===== src/rtl/parent_link_tx_framer.sv =====
// parent_link_tx_framer: serialises 64-bit parent_tx messages into 6-beat 16-bit link frames (header, 4 data, XOR trailer)
module parent_link_tx_framer #(
  parameter logic [7:0] SOF_MARKER = 8'hA5,
  parameter int SEQ_WIDTH = 8,
  parameter int CNT_WIDTH = 16
) (
  input  logic                 clk,
  input  logic                 reset,
  input  logic [63:0]          in_data,
  input  logic                 in_valid,
  output logic                 in_ready,
  output logic [15:0]          link_data,
  output logic                 link_valid,
  input  logic                 link_ready,
  output logic [CNT_WIDTH-1:0] frame_count,
  output logic                 busy
);
  typedef enum logic {IDLE, SEND} state_t;
  state_t state, state_n;
  logic [2:0] beat;
  logic [SEQ_WIDTH-1:0] seq, seq_n;
  logic [63:0] msg;
  logic [15:0] hdr, hdr_n, csum, nxt;
  logic last_ack, accept;
  assign last_ack = state == SEND && beat == 3'd5 && link_ready;
  assign in_ready = state == IDLE || last_ack;
  assign accept = in_valid && in_ready;
  assign busy = state == SEND;
  assign seq_n = last_ack ? seq + SEQ_WIDTH'(1) : seq;
  assign hdr = {SOF_MARKER, 8'h00} | 16'(seq);
  // a back-to-back frame is headed with the sequence number after the one just finished
  assign hdr_n = {SOF_MARKER, 8'h00} | 16'(seq_n);
  assign csum = hdr ^ msg[63:48] ^ msg[47:32] ^ msg[31:16] ^ msg[15:0];
  assign nxt = beat == 3'd0 ? msg[63:48] :
               beat == 3'd1 ? msg[47:32] :
               beat == 3'd2 ? msg[31:16] :
               beat == 3'd3 ? msg[15:0]  : csum;
  always_comb begin
    state_n = state;
    if (accept) state_n = SEND;
    else if (last_ack) state_n = IDLE;
  end
  always_ff @(posedge clk or posedge reset)
    if (reset) state <= IDLE;
    else state <= state_n;
  always_ff @(posedge clk or posedge reset) begin
    if (reset) begin
      beat <= 3'd0;
      seq <= '0;
      frame_count <= '0;
      msg <= 64'h0;
      link_data <= 16'h0000;
      link_valid <= 1'b0;
    end else begin
      if (accept) begin
        msg <= in_data;
        link_data <= hdr_n;
        link_valid <= 1'b1;
        beat <= 3'd0;
      end else if (last_ack) begin
        link_valid <= 1'b0;
      end else if (state == SEND && link_ready) begin
        beat <= beat + 3'd1;
        link_data <= nxt;
      end
      if (last_ack) begin
        seq <= seq_n;
        frame_count <= frame_count + CNT_WIDTH'(1);
      end
    end
  end
endmodule

===== config.mk =====
export PLATFORM = sky130hd
export DESIGN_NAME = parent_link_tx_framer
export DESIGN_NICKNAME = d
export VERILOG_FILES = /design/src/rtl/parent_link_tx_framer.sv
export SDC_FILE = /design/constraint.sdc
export NUM_CORES = 1
export LEC_CHECK = 0
export CORE_MARGIN = 1
export CORE_UTILIZATION = 30
export CTS_BUF_LIST = sky130_fd_sc_hd__clkbuf_4 sky130_fd_sc_hd__clkbuf_8 sky130_fd_sc_hd__clkbuf_16
export DETAILED_ROUTE_END_ITERATION = 8
export MAX_ROUTING_LAYER = met4
export PLACE_DENSITY = 0.62
export SETUP_SLACK_MARGIN = 0.4
export SLEW_MARGIN = 40
export SYNTH_ARGS = -nofsm -noshare
export SYNTH_HDL_FRONTEND = slang
export SYNTH_SLANG_ARGS = --single-unit

===== constraint.sdc =====
create_clock -name clk -period 3.95 [get_ports clk]
set_input_delay 0.5925 -clock clk [delete_from_list [all_inputs] [get_ports clk]]
set_output_delay 0.5925 -clock clk [all_outputs]
set_load 0.01 [all_outputs]

==> flow_metrics.py <==
metrics = {
    "outcome": {
        "run_status": "complete, but fails checks",
        "violations": "design-rule violations",
    },
    "clock_tree": {
        "cts_setup_buffers": 0,
        "cts_tree": "done",
        "cts_sinks": 108,
        "cts-resized-gates": 0,
        "clock_latency_ns": 0.35,
        "clk_pin_slew_ns": 0.07,
        "cts_hold_buffers": 0,
        "htree_levels": 3,
        "clockBufferDepth": 2,
        "numCtsBuffers": 9,
        "clockRootBuffer": "clkbuf_16",
    },
    "detailed_routing": {
        "via_count": 4318,
        "route.detailed.drc": 11,
        "post_drt_wl_per_cell_microns": 16.78,
        "drt-initial-drc-count": 363,
        "wirelength_microns": 14130,
        "via_per_inst": 5.128,
        "dr.pass1.iters": 7,
        "postRouteAntennaNets": 0,
    },
    "pwr": {
        "p_leak_nw": 2.926,
        "p_sw_frac": 0.3889,
        "power_density_nw_per_um2": 758.9,
        "total_power_mw": 5.380,
        "pwr-share-seq": 0.375,
        "p_switching_mw": 2.092,
        "internal_power_mw": 3.288,
        "clockPowerShare": 0.160,
        "peakVddDrop_mv": 0.2304,
        "combPwrFrac": 0.465,
    },
    "logic_synthesis": {
        "synth_edf_count": 0,
        "yosysSeqAreaShare": 0.4844,
        "ys_types": 63,
        "synth_area_sq_um": 5579,
        "synthFlopType": "dfrtp_1",
        "yosysWarningCount": 0,
        "syn-mean-instance-area_sq_um": 10.83,
        "synth_nets": 590,
        "synth_cells": 515,
        "async_flop_share": 1.000,
        "synth-seq-cells": 108,
    },
    "setup_path": {
        "path_class": "register to register",
        "required_ns": 4.22,
        "max_stage_delay_ns": 0.67,
        "worst-path-max-fanout": 18,
        "cp_num_buf_inv": 2,
        "crit_arrival_ns": 3.27,
        "cp_top_family": "compound AO/OA/AOI/OAI gates",
        "crit_slowest_cell": "dfrtp_1",
        "cp_cell_sequence": "clkinv_1 -> ha_1 -> inv_1 -> o21ai_0 -> o2bb2ai_1 -> a311o_1 -> a31oi_1",
        "cp-start-kind": "register",
        "crit_path_end_kind": "register",
    },
    "global_routing": {
        "first_global_vias": 4390,
        "gr-total-overflow": 0,
        "grt_pass1_wl_microns": 23290,
        "grt_usage": 0.1589,
        "grt_antenna_before_repair": 0,
        "grt_max_degree": 60,
    },
    "floorplanning": {
        "rows": 49,
        "dieArea_sq_um": 19150,
        "num_io_pins": 103,
        "die_y_microns": 138.4,
        "die_w_microns": 138.4,
        "core-area_sq_um": 18090,
        "initial_utilization": 0.3085,
    },
    "min_path": {
        "hp-class": "register to register",
    },
    "final_layout": {
        "nNetsFinal": 684,
        "final_util": 0.3920,
        "drive_above_1_share": 0.1468,
        "area_growth_pct": 27.07,
        "antenna_cells": 0,
    },
    "timing": {
        "max_freq_ghz": 0.3342,
        "finalClockSkew_ns": 0.008043,
        "fin_crit_ns": 2.992,
        "rsz0062_at_grt": "false",
        "worst_hold_slack_ns": 0.4777,
        "setup_viol": 0,
        "fin_ws_ns": 0.9576,
        "setup_tns_ns": 0,
        "slew_viol_final": 0,
        "hold_violations": 0,
        "worst_pin_slew_ns": 0.8042,
        "fin_crit_sh": 0.7576,
        "relSlewSlack": 0.4627,
    },
    "place": {
        "io_buffers": 102,
        "dp_hpwl_microns": 10310,
        "gp_congestion": 0.9048,
        "pre_cts_ws_ns": 1.059,
    },
    "flow_run": {
        "drv_cap": 0,
    },
}
[metal layers]
metal / global-route usage / up-vias / wire length [microns]
li1: - / 2045 / -
met1: 0.2015 / 2098 / 6317
met2: 0.2447 / 147 / 6682
met3: 0.03845 / 28 / 776
met4: 0.06091 / 0 / 351
met5: - / - / 0
[placed cells by master, fill, tap and decap left out, types with 9 or more instances in the layout]
| master | Yosys | routed |
|---|---|---|
| nor2_1 | 21 | 21 |
| mux2_2 | 56 | 56 |
| dfrtp_1 | 108 | 108 |
| a21oi_1 | 18 | 18 |
| clkdlybuf4s50_1 | 0 | 102 |
| nand2_1 | 44 | 44 |
| nand3_1 | 17 | 17 |
| inv_1 | 17 | 16 |
| o21ai_0 | 35 | 35 |
| clkbuf_16 | 0 | 9 |
| xnor2_1 | 39 | 39 |
| xor2_1 | 15 | 15 |
[worst reg2reg max path, stage by stage, from the launching register on]
cell	delay (ns)
dfrtp_1	0.67
clkinv_1	0.38
ha_1	0.54
inv_1	0.45
o21ai_0	0.21
o2bb2ai_1	0.17
a311o_1	0.32
a31oi_1	0.17
[path summary, 6_finish.rpt]
kind,from,to,slack [ns],depth (start not counted)
hold reg to reg,frame_count[15]$_DFFE_PP0P_,frame_count[15]$_DFFE_PP0P_,0.48,1
setup / recovery,beat[2]$_DFFE_PP0P_,link_data[13]$_DFFE_PP0P_,0.96,7
setup reg to reg,beat[2]$_DFFE_PP0P_,link_data[13]$_DFFE_PP0P_,0.96,7
min in group asynchronous,reset,frame_count[1]$_DFFE_PP0P_,0.63,2
hold / removal,frame_count[15]$_DFFE_PP0P_,frame_count[15]$_DFFE_PP0P_,0.48,1
max in group asynchronous,reset,msg[12]$_DFFE_PP0P_,2.44,3
[power by group through the flow]
stage	logic, mW	clock network, mW	registers [mW]
3_5_place_dp	2.48	0	2.03
5_1_grt	2.76	0.942	2.08
4_1_cts	2.50	0.888	2.01
6_report	2.50	0.862	2.02
3_3_place_gp	2.39	0	2.01
2_1_floorplan	1.84	0	1.92
[synthesized netlist by cell type (5+ instances only)]
cell type | instances | area share
o21ai_0 | 35 | 0.031
o21ai_1 | 6 | 0.0054
nor2_1 | 21 | 0.014
o22ai_1 | 7 | 0.0078
dfrtp_1 | 108 | 0.48
xor2_1 | 15 | 0.024
a21oi_1 | 18 | 0.016
mux2_2 | 56 | 0.11
buf_2 | 11 | 0.0099
ha_1 | 7 | 0.016
and3_1 | 6 | 0.0067
xnor2_1 | 39 | 0.061
buf_4 | 8 | 0.011
nand2_1 | 44 | 0.030
mux2i_1 | 5 | 0.0090
inv_1 | 17 | 0.011
nand3_1 | 17 | 0.015
a22oi_1 | 5 | 0.0067
clkbuf_1 | 6 | 0.0040
a21o_1 | 5 | 0.0067
a31oi_1 | 5 | 0.0056
[area by class of cell]
type | instances | area (sq um)
multi-input combinational | 363 | 2668
tap | 229 | 286.5
fill | 1727 | 11000
sequential | 108 | 2703
inverter | 18 | 70.07
clock inverter | 5 | 37.54
timing repair buffer | 109 | 1086
clock buffer | 10 | 239.0
[sequential cells by signal, indices dropped and copies added (netlist names)]
signal / cells
link_data: 16
link_valid: 1
seq: 8
beat: 3
frame_count: 16
msg: 64
[logic make-up (layout without fill, tap and decap cells)]
logic type      after synthesis  count (layout)  share of synthesized area
compound gates              124             124                     0.1471
simple gates                116             116                     0.1043
flops                       108             108                     0.4844
mux                          61              61                     0.1220
xor+xnor                     55              55                    0.08769
buf+inv                      44             142                    0.03880
fa+ha+maj                     7               7                    0.01570
[metrics by stage]
| stage | instance area [sq um] | cells |
|---|---|---|
| floorplan | 5579 | 515 |
| global placement | 6813 | 827 |
| detailed placement | 6813 | 827 |
| CTS | 7089 | 842 |
| global route | 7089 | 842 |
| finish | 7089 | 842 |
Note: power is estimated with default switching activity, not from simulation.
